[src/rtl/swt_debounce_if.sv]
// ---------------------------------------------------------------------------
// swt_debounce_if
// Bundle of switch signals between the raw board switches, the debouncer and
// the downstream blink logic.
//
//   swt_raw  : raw, asynchronous switch levels        (master -> slave)
//   swt_db   : debounced, registered levels           (slave  -> master)
//   swt_rise : one-cycle pulse on a swt_db 0->1 change (slave  -> master)
//   swt_fall : one-cycle pulse on a swt_db 1->0 change (slave  -> master)
//
// The debouncer connects through the slave modport; whatever supplies the raw
// switches and consumes the conditioned levels uses the master modport.
// ---------------------------------------------------------------------------
interface swt_debounce_if #(
    parameter int WIDTH = 4
);
    logic [WIDTH-1:0] swt_raw;
    logic [WIDTH-1:0] swt_db;
    logic [WIDTH-1:0] swt_rise;
    logic [WIDTH-1:0] swt_fall;

    modport master (
        output swt_raw,
        input  swt_db,
        input  swt_rise,
        input  swt_fall
    );

    modport slave (
        input  swt_raw,
        output swt_db,
        output swt_rise,
        output swt_fall
    );
endinterface

[src/rtl/swt_debounce.sv]
// ---------------------------------------------------------------------------
// swt_debounce
// Synchronizes raw board switches into the clk domain, debounces each bit
// independently and provides per-bit rise/fall pulses.
//
// Parameters:
//   WIDTH      : number of switch bits
//   DEB_CYCLES : consecutive cycles a new level must persist (2..65535)
//   CNT_W      : debounce counter width, 2**CNT_W > DEB_CYCLES
//
// Ports:
//   clk   : system clock, rising edge
//   rstb  : asynchronous active-low reset
//   bus   : swt_debounce_if.slave (swt_raw in; swt_db, swt_rise, swt_fall out)
//
// Build option:
//   SWT_DEBOUNCE_EDGE_EN : when defined, the rise/fall pulse registers are
//                          built; otherwise swt_rise/swt_fall are tied to 0.
//
// A level change that holds from before edge E1 appears on swt_db (and the
// matching pulse) at edge E(DEB_CYCLES+2): two synchronizer edges, one edge to
// enter the wait state, then DEB_CYCLES-1 counting edges.
// ---------------------------------------------------------------------------
module swt_debounce #(
    parameter int WIDTH      = 4,
    parameter int DEB_CYCLES = 16,
    parameter int CNT_W      = 16
) (
    input  logic          clk,
    input  logic          rstb,
    swt_debounce_if.slave bus
);

    typedef enum logic [1:0] {
        LOW_STABLE  = 2'd0,
        WAIT_HIGH   = 2'd1,
        HIGH_STABLE = 2'd2,
        WAIT_LOW    = 2'd3
    } state_t;

    localparam logic [CNT_W-1:0] CNT_ONE  = CNT_W'(1);
    localparam logic [CNT_W-1:0] CNT_LAST = CNT_W'(DEB_CYCLES - 1);

    // Two-flop synchronizer; r_s2 is the only sampled view of the switches.
    logic [WIDTH-1:0] r_s1;
    logic [WIDTH-1:0] r_s2;

    always_ff @(posedge clk or negedge rstb) begin
        if (!rstb) begin
            r_s1 <= '0;
            r_s2 <= '0;
        end else begin
            r_s1 <= bus.swt_raw;
            r_s2 <= r_s1;
        end
    end

    genvar gi;
    generate
        for (gi = 0; gi < WIDTH; gi++) begin : g_bit
            state_t           r_state;
            logic [CNT_W-1:0] r_cnt;
            logic             r_db;
            logic             w_acc_high;
            logic             w_acc_low;

            // Acceptance happens on the edge that sees the new level for the
            // DEB_CYCLES-th consecutive time.
            assign w_acc_high = (r_state == WAIT_HIGH) &&  r_s2[gi] && (r_cnt == CNT_LAST);
            assign w_acc_low  = (r_state == WAIT_LOW)  && !r_s2[gi] && (r_cnt == CNT_LAST);

            always_ff @(posedge clk or negedge rstb) begin
                if (!rstb) begin
                    r_state <= LOW_STABLE;
                    r_cnt   <= '0;
                    r_db    <= 1'b0;
                end else begin
                    case (r_state)
                        LOW_STABLE: begin
                            if (r_s2[gi]) begin
                                r_state <= WAIT_HIGH;
                                r_cnt   <= CNT_ONE;
                            end else begin
                                r_cnt   <= '0;
                            end
                        end
                        WAIT_HIGH: begin
                            if (!r_s2[gi]) begin
                                r_state <= LOW_STABLE;
                                r_cnt   <= '0;
                            end else if (w_acc_high) begin
                                r_state <= HIGH_STABLE;
                                r_db    <= 1'b1;
                                r_cnt   <= '0;
                            end else begin
                                r_cnt   <= r_cnt + CNT_ONE;
                            end
                        end
                        HIGH_STABLE: begin
                            if (!r_s2[gi]) begin
                                r_state <= WAIT_LOW;
                                r_cnt   <= CNT_ONE;
                            end else begin
                                r_cnt   <= '0;
                            end
                        end
                        WAIT_LOW: begin
                            if (r_s2[gi]) begin
                                r_state <= HIGH_STABLE;
                                r_cnt   <= '0;
                            end else if (w_acc_low) begin
                                r_state <= LOW_STABLE;
                                r_db    <= 1'b0;
                                r_cnt   <= '0;
                            end else begin
                                r_cnt   <= r_cnt + CNT_ONE;
                            end
                        end
                        default: begin
                            r_state <= LOW_STABLE;
                            r_cnt   <= '0;
                        end
                    endcase
                end
            end

            assign bus.swt_db[gi] = r_db;

`ifdef SWT_DEBOUNCE_EDGE_EN
            // Pulses are registered alongside r_db so they coincide with the
            // first cycle of the new debounced level. Acceptance of rise and
            // fall are mutually exclusive states, so both never fire together.
            logic r_rise;
            logic r_fall;

            always_ff @(posedge clk or negedge rstb) begin
                if (!rstb) begin
                    r_rise <= 1'b0;
                    r_fall <= 1'b0;
                end else begin
                    r_rise <= w_acc_high;
                    r_fall <= w_acc_low;
                end
            end

            assign bus.swt_rise[gi] = r_rise;
            assign bus.swt_fall[gi] = r_fall;
`else
            assign bus.swt_rise[gi] = 1'b0;
            assign bus.swt_fall[gi] = 1'b0;
`endif
        end
    endgenerate

endmodule

[src/flat_wrapper.sv]
// flat-port wrapper written by rule: the top's interface ports become plain ports
module swt_debounce_flat 
#(
    parameter int WIDTH      = 4,
    parameter int DEB_CYCLES = 16,
    parameter int CNT_W      = 16
)
  (clk, rstb, bus_swt_raw, bus_swt_db, bus_swt_rise, bus_swt_fall);
  swt_debounce_if #(.WIDTH(WIDTH)) bus_i ();
  input  logic clk;
  input  logic rstb;
  input wire logic [$bits(bus_i.swt_raw)-1:0] bus_swt_raw;
  output wire logic [$bits(bus_i.swt_db)-1:0] bus_swt_db;
  output wire logic [$bits(bus_i.swt_rise)-1:0] bus_swt_rise;
  output wire logic [$bits(bus_i.swt_fall)-1:0] bus_swt_fall;
  assign bus_i.swt_raw = bus_swt_raw;
  assign bus_swt_db = bus_i.swt_db;
  assign bus_swt_rise = bus_i.swt_rise;
  assign bus_swt_fall = bus_i.swt_fall;
  swt_debounce #(.WIDTH(WIDTH), .DEB_CYCLES(DEB_CYCLES), .CNT_W(CNT_W)) u_core (.clk(clk), .rstb(rstb), .bus(bus_i));
endmodule
[config.mk]
export PLATFORM = sky130hd
export DESIGN_NAME = swt_debounce_flat
export DESIGN_NICKNAME = d
export VERILOG_FILES = /design/src/rtl/swt_debounce_if.sv /design/src/rtl/swt_debounce.sv /design/src/flat_wrapper.sv
export SDC_FILE = /design/constraint.sdc
export NUM_CORES = 1
export LEC_CHECK = 0
export ABC_CLOCK_PERIOD_IN_PS = 5500
export CAP_MARGIN = 5
export CORE_AREA = 2 2 86 88
export CTS_CLUSTER_SIZE = 14
export DETAILED_ROUTE_END_ITERATION = 10
export DIE_AREA = 0 0 88 90
export GPL_TIMING_DRIVEN = 0
export HOLD_SLACK_MARGIN = 0.03
export PLACE_DENSITY_LB_ADDON = 0.08
export SLEW_MARGIN = 10
export SYNTH_ARGS = -nofsm -noshare
export SYNTH_HDL_FRONTEND = slang
export SYNTH_SLANG_ARGS = --single-unit
[constraint.sdc]
create_clock -name clk -period 5.5 [get_ports clk]
set_input_delay 0.55 -clock clk [delete_from_list [all_inputs] [get_ports clk]]
set_output_delay 0.55 -clock clk [all_outputs]
set_load 0.005 [all_outputs]
## Word-level counts from Yosys, hierarchy flattened

Cells that the tools add are included.
Widths: inputs -> output; s select.

- Register bits: 84
- Bits in latches: 0
- RAM bits: 0
- Bits in read-only memories: 0
- Bits of input ports: 6
- Output and inout bits: 12
- Logic and storage cells: 178
- Memories: 0

- $add $sub $neg: 4
- $mul: 0
- Divide/modulo/power cells: 0
- Magnitude comparators: 0
- Equality and inequality tests: 48
- Shift operators: 0
- Multiplexer cells: 76
- Bitwise gates (word level): 0
- Reduce and logical (&&, ||, !) cells: 36

Operators by type and width:

| operator | count |
|---|---|
| $mux 16 | 16 |
| $pmux 16 s4 | 4 |
| $add 16x1->16 const B | 4 |
| $eq 16x4->1 const B | 4 |
| $mux 2 | 24 |
| $ne 2x1->1 const B | 16 |
| $pmux 2 s4 | 4 |
| $mux 1 | 24 |
| $reduce_and 5->1 | 4 |
| $eq 2x2->1 const B | 8 |
| $logic_and 1x1->1 | 16 |
| $ne 2x2->1 const B | 8 |
| $reduce_and 4->1 | 4 |
| $ne 3x1->1 const B | 4 |
| $ne 3x3->1 const B | 4 |
| $eq 2x1->1 const B | 4 |
| $logic_not 2->1 | 4 |
| $pmux 1 s2 | 4 |
| $reduce_bool 2->1 | 4 |
| $logic_not 1->1 | 4 |

## Depth between registers and ports, before layout

- Depth in word-level cells: 6
- Depth in mapped cells: 7
- Mapped depth without buffers: 5

## Worst setup path before layout

Ideal clock, no wire load.

- Path type: register to register
- From: register u_core.g_bit[1].r_cnt[12]
- To: register u_core.g_bit[1].r_cnt[10]
- Library setup time: 0.119 ns
- Arrival time: 1.754 ns
- Required time: 5.381 ns
- Path slack: 3.627 ns
- Stages on the path, launching flop included: 7
- Path through: dfrtp_1 > or4_1 > nor4_4 > or3b_1 > buf_6 > buf_8 > nor2_1

- Word-level cells in the longest chain between the ends: 5
- Elaborated cells between the ends (all ways): 8
- Classes of those cells: 1 x eq/ne; 5 x mux; 2 x reduce/logical

RTL lines:

| element | RTL line | source |
|---|---|---|
| start, declared | swt_debounce.sv:62 | `logic [CNT_W-1:0] r_cnt;` |
| start signal, assigned | swt_debounce.sv:96 | `r_cnt <= r_cnt + CNT_ONE;` |
| start signal, assigned | swt_debounce.sv:116 | `r_cnt <= r_cnt + CNT_ONE;` |
| $eq 16x4->1 (*) | swt_debounce.sv:69, swt_debounce.sv:70 |  |
| $logic_and 1x1->1 (on tied branches) | swt_debounce.sv:70, swt_debounce.sv:69 |  |
| $mux 16 (on tied branches) | swt_debounce.sv:111, swt_debounce.sv:91 |  |
| $mux 16 (on tied branches) | swt_debounce.sv:108, swt_debounce.sv:88 |  |
| $pmux 16 s4 (*) | swt_debounce.sv:78 | `case (r_state)` |

Every way passes the cells marked *; elsewhere a longest branch is shown, timed or not.
A chain may end at the register's enable or synchronous reset.

## Final worst setup path

- From: register u_core.g_bit[2].r_cnt[12]
- To: register u_core.g_bit[2].r_cnt[14]

- Word-level cells in the longest chain between the ends: 5
- Elaborated cells between the ends (all ways): 9
- Classes of those cells: 1 x add/sub; 1 x eq/ne; 5 x mux; 2 x reduce/logical

RTL lines:

| element | RTL line |
|---|---|
| start, declared | swt_debounce.sv:62 |
| start signal, assigned | swt_debounce.sv:96 |
| start signal, assigned | swt_debounce.sv:116 |
| branches (longest 4 deep; another with $add 16x1->16) | n/a |
| $pmux 16 s4 (*) | swt_debounce.sv:78 |

Mark *: on every way between the ends.

==> run_summary.xml <==
<?xml version="1.0" encoding="UTF-8"?>
<metrics>
  <group name="clock_tree">
    <metric name="cts_made_buffers" unit="">9</metric>
    <metric name="clock_tree.htree_level_count" unit="">3</metric>
    <metric name="cts_num_sinks" unit="">84</metric>
    <metric name="worst_skew_pair.late_latency" unit="ns">0.35</metric>
    <metric name="post-cts-setup-buffer-count" unit="">0</metric>
    <metric name="clockBufferDepth" unit="">2</metric>
    <metric name="tritoncts" unit="">yes</metric>
    <metric name="cts_hold_buffers" unit="">0</metric>
    <metric name="cts_resized" unit="">0</metric>
    <metric name="cts.clk_slew.worst_paths" unit="ns">0.08</metric>
    <metric name="root_buffer" unit="">clkbuf_8</metric>
  </group>
  <group name="synth">
    <metric name="post_synth_inst_count" unit="">399</metric>
    <metric name="synth-edff-count" unit="">0</metric>
    <metric name="yosys_most_used_dff" unit="">dfrtp_1</metric>
    <metric name="synth.yosys.seq_area_share" unit="%">51.8</metric>
    <metric name="yosys_warnings" unit="">0</metric>
    <metric name="async_flop_share" unit="%">100</metric>
    <metric name="post_synth.cell_area_avg" unit="sq um">10.2</metric>
    <metric name="syn_area" unit="sq um">4060</metric>
    <metric name="yosys_register_bits" unit="">84</metric>
    <metric name="synth_cell_types" unit="">37</metric>
  </group>
  <group name="sta">
    <metric name="final-setup-viol-count" unit="">0</metric>
    <metric name="finalWorstPathRequiredPeriod" unit="ns">2.08</metric>
    <metric name="drv_slew" unit="">0</metric>
    <metric name="hold_violations" unit="">0</metric>
    <metric name="min_period_over_period" unit="%">37.8</metric>
    <metric name="post-route-worst-setup-slack" unit="ns">3.42</metric>
    <metric name="setup_repair_after_global_routing_missed_its_margin" unit="">false</metric>
    <metric name="clock.fmax" unit="MHz">481</metric>
    <metric name="timing_worst_slew_pin_value" unit="ns">0.502</metric>
    <metric name="timing.setup.tns" unit="ns">0</metric>
    <metric name="skew" unit="ns">0.00672</metric>
    <metric name="max_slew_margin" unit="%">66.5</metric>
  </group>
  <group name="floorplan">
    <metric name="rows" unit="">31</metric>
    <metric name="io_pins" unit="">18</metric>
    <metric name="dieWidth" unit="um">88</metric>
    <metric name="floorplan.die.height" unit="um">90</metric>
    <metric name="die_area" unit="sq um">7920</metric>
    <metric name="initial_core_utilization" unit="%">57.8</metric>
    <metric name="fp.coreArea" unit="sq um">7020</metric>
  </group>
  <group name="critical_path">
    <metric name="critical_path_arrival" unit="ns">2.32</metric>
    <metric name="cp.buffers_inverters" unit="">1</metric>
    <metric name="cells_along_the_critical_path" unit="">or4_1 &gt; nor4_4 &gt; nand3b_2 &gt; buf_4 &gt; nor2_1</metric>
    <metric name="worstReg2RegStart" unit="">u_core.g_bit[2].r_cnt[12]$_DFF_PN0_</metric>
    <metric name="timing.critical_path.from" unit="">u_core.g_bit[2].r_cnt[12]$_DFF_PN0_</metric>
    <metric name="required" unit="ns">5.74</metric>
    <metric name="worst_setup_path_endpoint" unit="">u_core.g_bit[2].r_cnt[14]$_DFF_PN0_</metric>
    <metric name="critical_path.slowest_cell" unit="">or4_1</metric>
    <metric name="critPathLaunchType" unit="">register</metric>
    <metric name="critPathTopFamily" unit="">simple AND/OR/NAND/NOR gates</metric>
    <metric name="worst-r2r-cell-count" unit="">5</metric>
    <metric name="number_of_cells_on_the_critical_path" unit="">5</metric>
    <metric name="r2r_slack" unit="ns">3.42</metric>
    <metric name="reg2reg_to" unit="">u_core.g_bit[2].r_cnt[14]$_DFF_PN0_</metric>
    <metric name="critical_path_peak_fanout" unit="">10</metric>
    <metric name="startpoint_to_endpoint_class_of_the_critical_path" unit="">reg2reg</metric>
    <metric name="max_stage_delay" unit="ns">0.63</metric>
    <metric name="nature_of_the_critical_path_endpoint" unit="">register</metric>
  </group>
  <group name="grt">
    <metric name="grt_max_degree" unit="">48</metric>
    <metric name="groute.layer.met2.usage" unit="%">28.9</metric>
    <metric name="grt_usage" unit="%">19.6</metric>
    <metric name="residual_overflow_from_global_routing" unit="">0</metric>
    <metric name="global_route.usage.met1" unit="%">28.3</metric>
    <metric name="first_global_vias" unit="">2773</metric>
    <metric name="number_of_antenna_violations_at_the_first_check_in_global_routing" unit="">0</metric>
    <metric name="grt_first_pass_wirelength" unit="um">12400</metric>
    <metric name="gr-max-usage-layer" unit="">met2</metric>
    <metric name="grt.met3_usage" unit="%">4.50</metric>
  </group>
  <group name="placement">
    <metric name="place.detailed.hpwl" unit="um">4710</metric>
    <metric name="placedInstanceArea" unit="sq um">4320</metric>
    <metric name="port_buffers" unit="">9</metric>
    <metric name="finalWeightedCongestion" unit="">0.833</metric>
    <metric name="place_ws" unit="ns">3.40</metric>
  </group>
  <group name="cells_and_area">
    <metric name="drive_gt1_share" unit="%">10.2</metric>
    <metric name="final_cell_mix" unit="">dfrtp_1 (84), nor2_1 (69), xnor2_1 (51)</metric>
    <metric name="fill_cells" unit="">568</metric>
    <metric name="design.final.nets" unit="">437</metric>
    <metric name="number_of_inserted_diodes" unit="">0</metric>
    <metric name="design_area" unit="sq um">4540</metric>
    <metric name="area_delta_synth_final" unit="%">11.9</metric>
    <metric name="final_common_cell" unit="">dfrtp_1</metric>
    <metric name="final_util" unit="%">64.7</metric>
  </group>
  <group name="power">
    <metric name="total_power" unit="uW">1160</metric>
    <metric name="power.static_leakage" unit="uW">0.00186</metric>
    <metric name="pwr_density_cell" unit="nW/um^2">256</metric>
    <metric name="max-vdd-ir-drop" unit="mV">0.142</metric>
  </group>
  <group name="drt">
    <metric name="dr.pass1.iters" unit="">4</metric>
    <metric name="route.antenna.remaining_nets" unit="">0</metric>
    <metric name="detail_route.drc_violations" unit="">0</metric>
    <metric name="detail_route.wl_per_cell" unit="um">12.8</metric>
    <metric name="vias_per_std_cell" unit="">5.25</metric>
    <metric name="routed-via-count" unit="">2790</metric>
    <metric name="finalWirelength" unit="um">6800</metric>
    <metric name="initialDrtViolationCount" unit="">98</metric>
  </group>
  <group name="run_status">
    <metric name="result_of_the_run" unit="">completed</metric>
  </group>
  <group name="run">
    <metric name="max_cap_violations" unit="">0</metric>
  </group>
  <group name="worst_hold_path">
    <metric name="hold_path.class" unit="">in2async</metric>
  </group>
</metrics>
[synth_stat cells, drive strengths merged (8+ instances only)]
library cell	number	area, sq um
dfrtp	84	2100
nand4	16	100
xor2	8	70.1
buf	18	146
nand3	23	115
or4	13	105
nor2	69	259
inv	27	101
nor3	18	90.1
nor4	21	183
nand2	14	52.6
xnor2	51	447
[sequential cells by signal, indices dropped and copies added (netlist names), named ones only]
| register | flops |
|---|---|
| u_core.g_bit.r_cnt | 64 |
| u_core.g_bit.r_db | 4 |
| u_core.g_bit.r_state | 4 |
| u_core.r_s1 | 4 |
| u_core.r_s2 | 4 |
[area by class of cell]
cell class	instances	area (sq um)	area share (%)
Buffer	18	146	3.22
Inverter	27	101	2.23
Timing Repair Buffer	10	115	2.54
Multi-Input combinational cell	277	1730	38.2
Clock inverter	4	72.6	1.60
Clock buffer	12	145	3.20
Tap cell	99	124	2.73
Sequential cell	84	2100	46.3
[worst min path at each step]
| stage | from | endpoint |
|---|---|---|
| after global placement | u_core.r_s1[1]$_DFF_PN0_ | u_core.r_s2[1]$_DFF_PN0_ |
| after CTS | rstb | u_core.g_bit[1].r_cnt[2]$_DFF_PN0_ |
| after floorplan | rstb | asynchronous set/reset pin |
| after global routing | rstb | u_core.g_bit[1].r_cnt[3]$_DFF_PN0_ |
| after detailed placement | u_core.r_s1[0]$_DFF_PN0_ | u_core.r_s2[0]$_DFF_PN0_ |
| final | rstb | u_core.g_bit[1].r_cnt[3]$_DFF_PN0_ |
[metrics by stage]
| step | std cells | hold slack, ns |
|---|---|---|
| after CTS | 531 | 0.177 |
| after global routing | 531 | 0.187 |
| final | 531 | 0.161 |
| after global placement | 514 | 0.333 |
| after detailed placement | 515 | 0.341 |
| after floorplan | 406 | 0.254 |
[report_power, final]
| part | internal [uW] | total, uW | leakage (uW) | switching, uW |
|---|---|---|---|---|
| clock | 268 | 482 | 0.000107 | 214 |
| combinational | 19.5 | 47.2 | 0.000614 | 27.7 |
| sequential | 626 | 634 | 0.00114 | 8.76 |
| total | 913 | 1160 | 0.00186 | 251 |
[layer usage]
metal  vias to the layer above  share of wire, %
met4                         0               1.4
met3                         8               3.5
met5                         -                 0
met1                      1344                49
met2                        34                46
li1                       1404                 -
[logic make-up after synthesis]
logic type,after synthesis,share of synthesized area (%)
xor+xnor,59,12.7
simple gates,184,24.2
fa+ha+maj,4,1.23
other cells,1,0.0924
compound gates,20,3.30
buf+inv,45,6.11
flops,84,51.8
mux,2,0.524
(Power assumes the default switching activity.)
